--- config.mk ---
export PLATFORM = sky130hd
export DESIGN_NAME = spi_rx_deser
export DESIGN_NICKNAME = d
export VERILOG_FILES = /design/src/rtl/spi_pkg.sv /design/src/rtl/spi_rx_deser.sv
export SDC_FILE = /design/constraint.sdc
export NUM_CORES = 1
export LEC_CHECK = 0
export CELL_PAD_IN_SITES_DETAIL_PLACEMENT = 0
export CELL_PAD_IN_SITES_GLOBAL_PLACEMENT = 1
export CORE_UTILIZATION = 42
export DETAILED_ROUTE_END_ITERATION = 7
export GPL_TIMING_DRIVEN = 0
export PLACE_DENSITY_LB_ADDON = 0.08
export SLEW_MARGIN = 15
export SYNTH_ARGS = -nofsm -noshare
export SYNTH_HDL_FRONTEND = slang
export SYNTH_SLANG_ARGS = --single-unit
--- constraint.sdc ---
create_clock -name clk -period 3.5 [get_ports clk]
set_input_delay 0.7 -clock clk [delete_from_list [all_inputs] [get_ports clk]]
set_output_delay 0.7 -clock clk [all_outputs]
set_load 0.01 [all_outputs]
--- src/rtl/spi_pkg.sv ---
// Shared SPI receive constants: bit-order and parity-sense encodings plus
// the bit-counter width helper.
package spi_pkg;

  localparam logic SPI_LSB_FIRST = 1'b0;
  localparam logic SPI_MSB_FIRST = 1'b1;

  localparam int unsigned SPI_PARITY_EVEN = 0;
  localparam int unsigned SPI_PARITY_ODD  = 1;

  // Counter width able to hold 0..nbits-1.
  function automatic int unsigned spi_cnt_w(input int unsigned nbits);
    return (nbits < 2) ? 1 : $clog2(nbits);
  endfunction

endpackage

--- src/rtl/spi_rx_deser.sv ---
// SPI receive deserializer: assembles DATA_W-bit words from per-bit sample strobes.
// Optional trailing parity check is enabled by defining SPI_RX_PARITY_EN.
module spi_rx_deser #(
  parameter int unsigned DATA_W     = 8,
  parameter int unsigned PARITY_ODD = 0
) (
  input  logic              clk,
  input  logic              rst_n,
  input  logic              im_work_en,
  input  logic              im_work_pluse,
  input  logic              im_data,
  input  logic              im_msb_first,
  output logic [DATA_W-1:0] om_data,
  output logic              om_valid,
  output logic              om_busy,
  output logic              om_abort
`ifdef SPI_RX_PARITY_EN
  ,
  output logic              om_parity_err
`endif
);
  import spi_pkg::*;

`ifdef SPI_RX_PARITY_EN
  localparam int unsigned NBITS = DATA_W + 1;
`else
  localparam int unsigned NBITS = DATA_W;
`endif
  localparam int unsigned CW = spi_cnt_w(NBITS);

  if (DATA_W < 2 || DATA_W > 32) begin : g_bad_data_w
    $error("spi_rx_deser: DATA_W must be in 2..32");
  end
  if (PARITY_ODD > 1) begin : g_bad_parity_odd
    $error("spi_rx_deser: PARITY_ODD must be 0 or 1");
  end

  logic [CW-1:0]     cnt;
  logic [DATA_W-1:0] sh;
  logic [DATA_W-1:0] sh_nxt;
  logic              ord_q;
  logic              ord_cur;
  logic              accept;

  // The first bit of a word takes its order straight from the input.
  always_comb begin
    ord_cur = (cnt == '0) ? im_msb_first : ord_q;
    sh_nxt  = (ord_cur == SPI_MSB_FIRST) ? {sh[DATA_W-2:0], im_data}
                                         : {im_data, sh[DATA_W-1:1]};
    accept  = im_work_en & im_work_pluse;
  end

  assign om_busy = (cnt != '0);

`ifdef SPI_RX_PARITY_EN
  logic par_q;

  // Data bits shift in; the bit after the last data bit is parity only.
  always_ff @(posedge clk or negedge rst_n) begin
    if (!rst_n) begin
      cnt           <= '0;
      sh            <= '0;
      ord_q         <= 1'b0;
      par_q         <= 1'b0;
      om_data       <= '0;
      om_valid      <= 1'b0;
      om_abort      <= 1'b0;
      om_parity_err <= 1'b0;
    end else begin
      om_valid <= 1'b0;
      om_abort <= 1'b0;
      if (!im_work_en) begin
        cnt      <= '0;
        om_abort <= (cnt != '0);
      end else if (accept) begin
        if (cnt == '0) ord_q <= im_msb_first;
        if (cnt == CW'(DATA_W)) begin
          om_data       <= sh;
          om_valid      <= 1'b1;
          om_parity_err <= (par_q ^ im_data) != 1'(PARITY_ODD);
          cnt           <= '0;
        end else begin
          sh    <= sh_nxt;
          par_q <= (cnt == '0) ? im_data : (par_q ^ im_data);
          cnt   <= cnt + CW'(1);
        end
      end
    end
  end
`else
  // Last data bit publishes the shifted value including the current bit.
  always_ff @(posedge clk or negedge rst_n) begin
    if (!rst_n) begin
      cnt      <= '0;
      sh       <= '0;
      ord_q    <= 1'b0;
      om_data  <= '0;
      om_valid <= 1'b0;
      om_abort <= 1'b0;
    end else begin
      om_valid <= 1'b0;
      om_abort <= 1'b0;
      if (!im_work_en) begin
        cnt      <= '0;
        om_abort <= (cnt != '0);
      end else if (accept) begin
        if (cnt == '0) ord_q <= im_msb_first;
        sh <= sh_nxt;
        if (cnt == CW'(DATA_W - 1)) begin
          om_data  <= sh_nxt;
          om_valid <= 1'b1;
          cnt      <= '0;
        end else begin
          cnt <= cnt + CW'(1);
        end
      end
    end
  end
`endif

endmodule

==> summary.md <==
| Metric | Value |
|---|---|
| CTS H-Tree Depth | `1` |
| CTS Root Cell | `clkbuf_4` |
| Setup Total Neg Slack | `0 ns` |
| Number of port buffers | `15` |
| P_leak | `0.571 nW` |
| Post-CTS Setup Bufs | `0` |
| Placeable core area | `0.00204 mm²` |
| First-pass GRT wire length | `2790 µm` |
| Net Switching | `0.000155 W` |
| Die area | `0.00247 mm²` |
| Pre-Repair DR Iteration Count | `2` |
| Final worst-path cycle share | `0.674` |
| Fillers | `189` |
| Hold Crit Class | `flip-flop to flip-flop` |
| VDD IR max | `0.439 mV` |
| Die height | `49.7 µm` |
| Largest net degree at the start of global routing | `23` |
| P&R area growth vs syn | `24.7%` |
| CP Capture Type | `output pin` |
| Tmin final | `2.36 ns` |
| Critical Path AT | `1.66 ns` |
| Pwr Total | `0.000599 W` |
| Compound-Gate Fraction of Synth Area | `0.103` |
| Post-synthesis register bit count | `22` |
| Most common cell after layout, fill and taps aside | `dfrtp_1` |
| Syn nets | `98` |
| ANT nets after route | `0` |
| Required time of the critical path | `2.80 ns` |
| TritonCTS buffer count | `3` |
| Mux contribution to synthesized area | `0.118` |
| Hold Fails Final Rpt | `0` |
| Net Sw Frac | `0.258` |
| Clock Path Buffers | `2` |
| CTS tree | `done` |
| Post-CTS Resized | `0` |
| Sequential element share of the synthesized area | `0.575` |
| Flop pwr share | `0.511` |
| IO Pins | `17` |
| Internal power | `0.000444 W` |
| Drc violations | `0` |
| Number of DRC markers in iteration 0 | `6` |
| Vias in the first global route | `573` |
| Crit start category | `flip-flop` |
| CTS Hold Bufs | `0` |
| Avg Cell Area, Syn | `10.9 µm²` |
| Post-DP HPWL | `1200 µm` |
| Worst skew pair latency | `0.31 ns` |
| Initial Util | `0.469` |
| GRT Residual Overflow | `0` |
| Power Dens Cells | `502 mW/mm²` |
| Area leader, netlist | `dfrtp_1` |
| Kind of critical path | `flip-flop to output pin` |
| Via density | `4.78` |
| Post-synthesis simple-gate area fraction | `0.123` |
| # diodes | `0` |
| Clock slew at reported path FFs | `0.13 ns` |
| Post-synth cell types | `18` |
| Clock sinks | `22` |
| RSZ-0062 raised after global routing | `false` |
| Sequential cell area | `551 µm²` |
| Synthesized-area fraction occupied by adder cells | `0.0523` |
| CP Max Fanout | `3` |
| Combinational Power Share | `0.170` |
| Ranking of synthesized cells by area | `dfrtp_1 58%, mux2i_1 9.4%, o21ai_1 8.4%, nand2_1 7.5%, ha_1 5.2%` |
| Setup Viol. Count Final | `0` |
| Clock power share | `0.319` |
| RePlAce Congestion | `0.763` |
| Share of layout cells above drive strength 1 | `0.0654` |
| Initial antenna violation count | `0` |
| Multi-input combinational cell area | `379 µm²` |
| Synthesized area | `957 µm²` |
| Cell Rows | `16` |
| MaxCap Viol Count | `0` |
| WL/cell | `12.0 µm` |
| Status | `completed` |
| Post-Synth XOR/XNOR Area | `0` |
| Clock Skew | `0.0160 ns` |
| Most frequent cells in the layout | `22 x dfrtp_1, 19 x nand2_1, 16 x o21ai_1` |
| Final nets | `118` |
| Mapped Cells | `88` |
| Fmax | `424 MHz` |
| Max-slew violations | `0` |
| Worst-Margin Slew | `0.961 ns` |
| Die width | `49.7 µm` |
| Largest family of logic cells by synthesized area | `simple AND/OR/NAND/NOR gates` |
| Vias after detailed routing | `640` |
| Proportion of netlist area held by the largest area contributor | `0.575` |
| Total wire length | `1610 µm` |
| Final core utilization | `0.585` |
| YS warnings | `0` |
| Tot GR Track Use | `0.153` |
| Slew headroom | `0.357` |
## cell families after synthesis
kind of cell	Yosys count
compound gates	19
fa+ha+maj	4
buf+inv	7
flops	22
mux	10
simple gates	26
## area by class of cell
class	count	share of cell area
plain buffers	3	0.0105
clock buffers	3	0.0189
clock inverters	1	0.0252
inverters	4	0.0126
multi-input cells	59	0.318
flip-flops and latches	22	0.461
well taps	27	0.0283
repair buffers	15	0.126
## metrics by stage
stage / std cells / area, µm² / hold slack, ns / setup slack, ns
2_1_floorplan: 88 / 957 / 0.404 / 1.88
3_3_place_gp: 130 / 1140 / 0.469 / 1.32
3_5_place_dp: 130 / 1140 / 0.475 / 1.31
4_1_cts: 134 / 1190 / 0.504 / 1.12
5_1_grt: 134 / 1190 / 0.525 / 1.07
6_report: 134 / 1190 / 0.499 / 1.14
## state kept, by name (all words and copies together), names as in the netlist
name	count
cnt	3
ord_q	1
om_valid	1
sh	8
om_abort	1
om_data	8
## power by group through the flow
stage | combinational (W) | sequential [W] | clock, W
after floorplan | 0.0000690 | 0.000306 | 0
after global placement | 0.0000991 | 0.000311 | 0
after detailed placement | 0.000100 | 0.000311 | 0
after CTS | 0.000102 | 0.000306 | 0.000196
after global routing | 0.000113 | 0.000311 | 0.000206
final | 0.000102 | 0.000306 | 0.000191
## cells in the mapped netlist, drive strengths merged
cell type  instances
ha                 4
nor2               2
nand3              1
nor2b              2
inv                4
dfrtp             22
clkbuf             3
o21a               1
and2               1
nand2             19
o21ai             17
mux2i             10
nor3b              1
o22ai              1
## metal layers
layer | part of all wire | GRT usage | vias to the layer above | routed length (µm)
li1 | - | - | 333 | -
met1 | 0.56 | 0.233 | 291 | 897
met2 | 0.39 | 0.200 | 12 | 633
met3 | 0.035 | 0.0556 | 4 | 57
met4 | 0.012 | 0.0429 | 0 | 20
met5 | 0 | 0 | - | 0
## worst max-delay path: stages, from the launching register on
cell and delay (ns):
dfrtp_1 0.39, inv_1 0.07, ha_1 0.19, nor2b_4 0.14, inv_1 0.05, clkdlybuf4s50_1 0.52
## worst paths after layout
path                            start         end  slack (ns)  cells after the start
setup / recovery               cnt[0]     om_busy        1.14                      5
hold / removal             om_data[2]  om_data[2]        0.50                      2
setup reg to reg               cnt[0]       sh[2]        1.64                      6
hold reg to reg            om_data[2]  om_data[2]        0.50                      2
max in group asynchronous       rst_n       sh[2]        2.00                      1
min in group asynchronous       rst_n    om_abort        0.90                      1
Note: power is estimated with default switching activity, not from simulation.
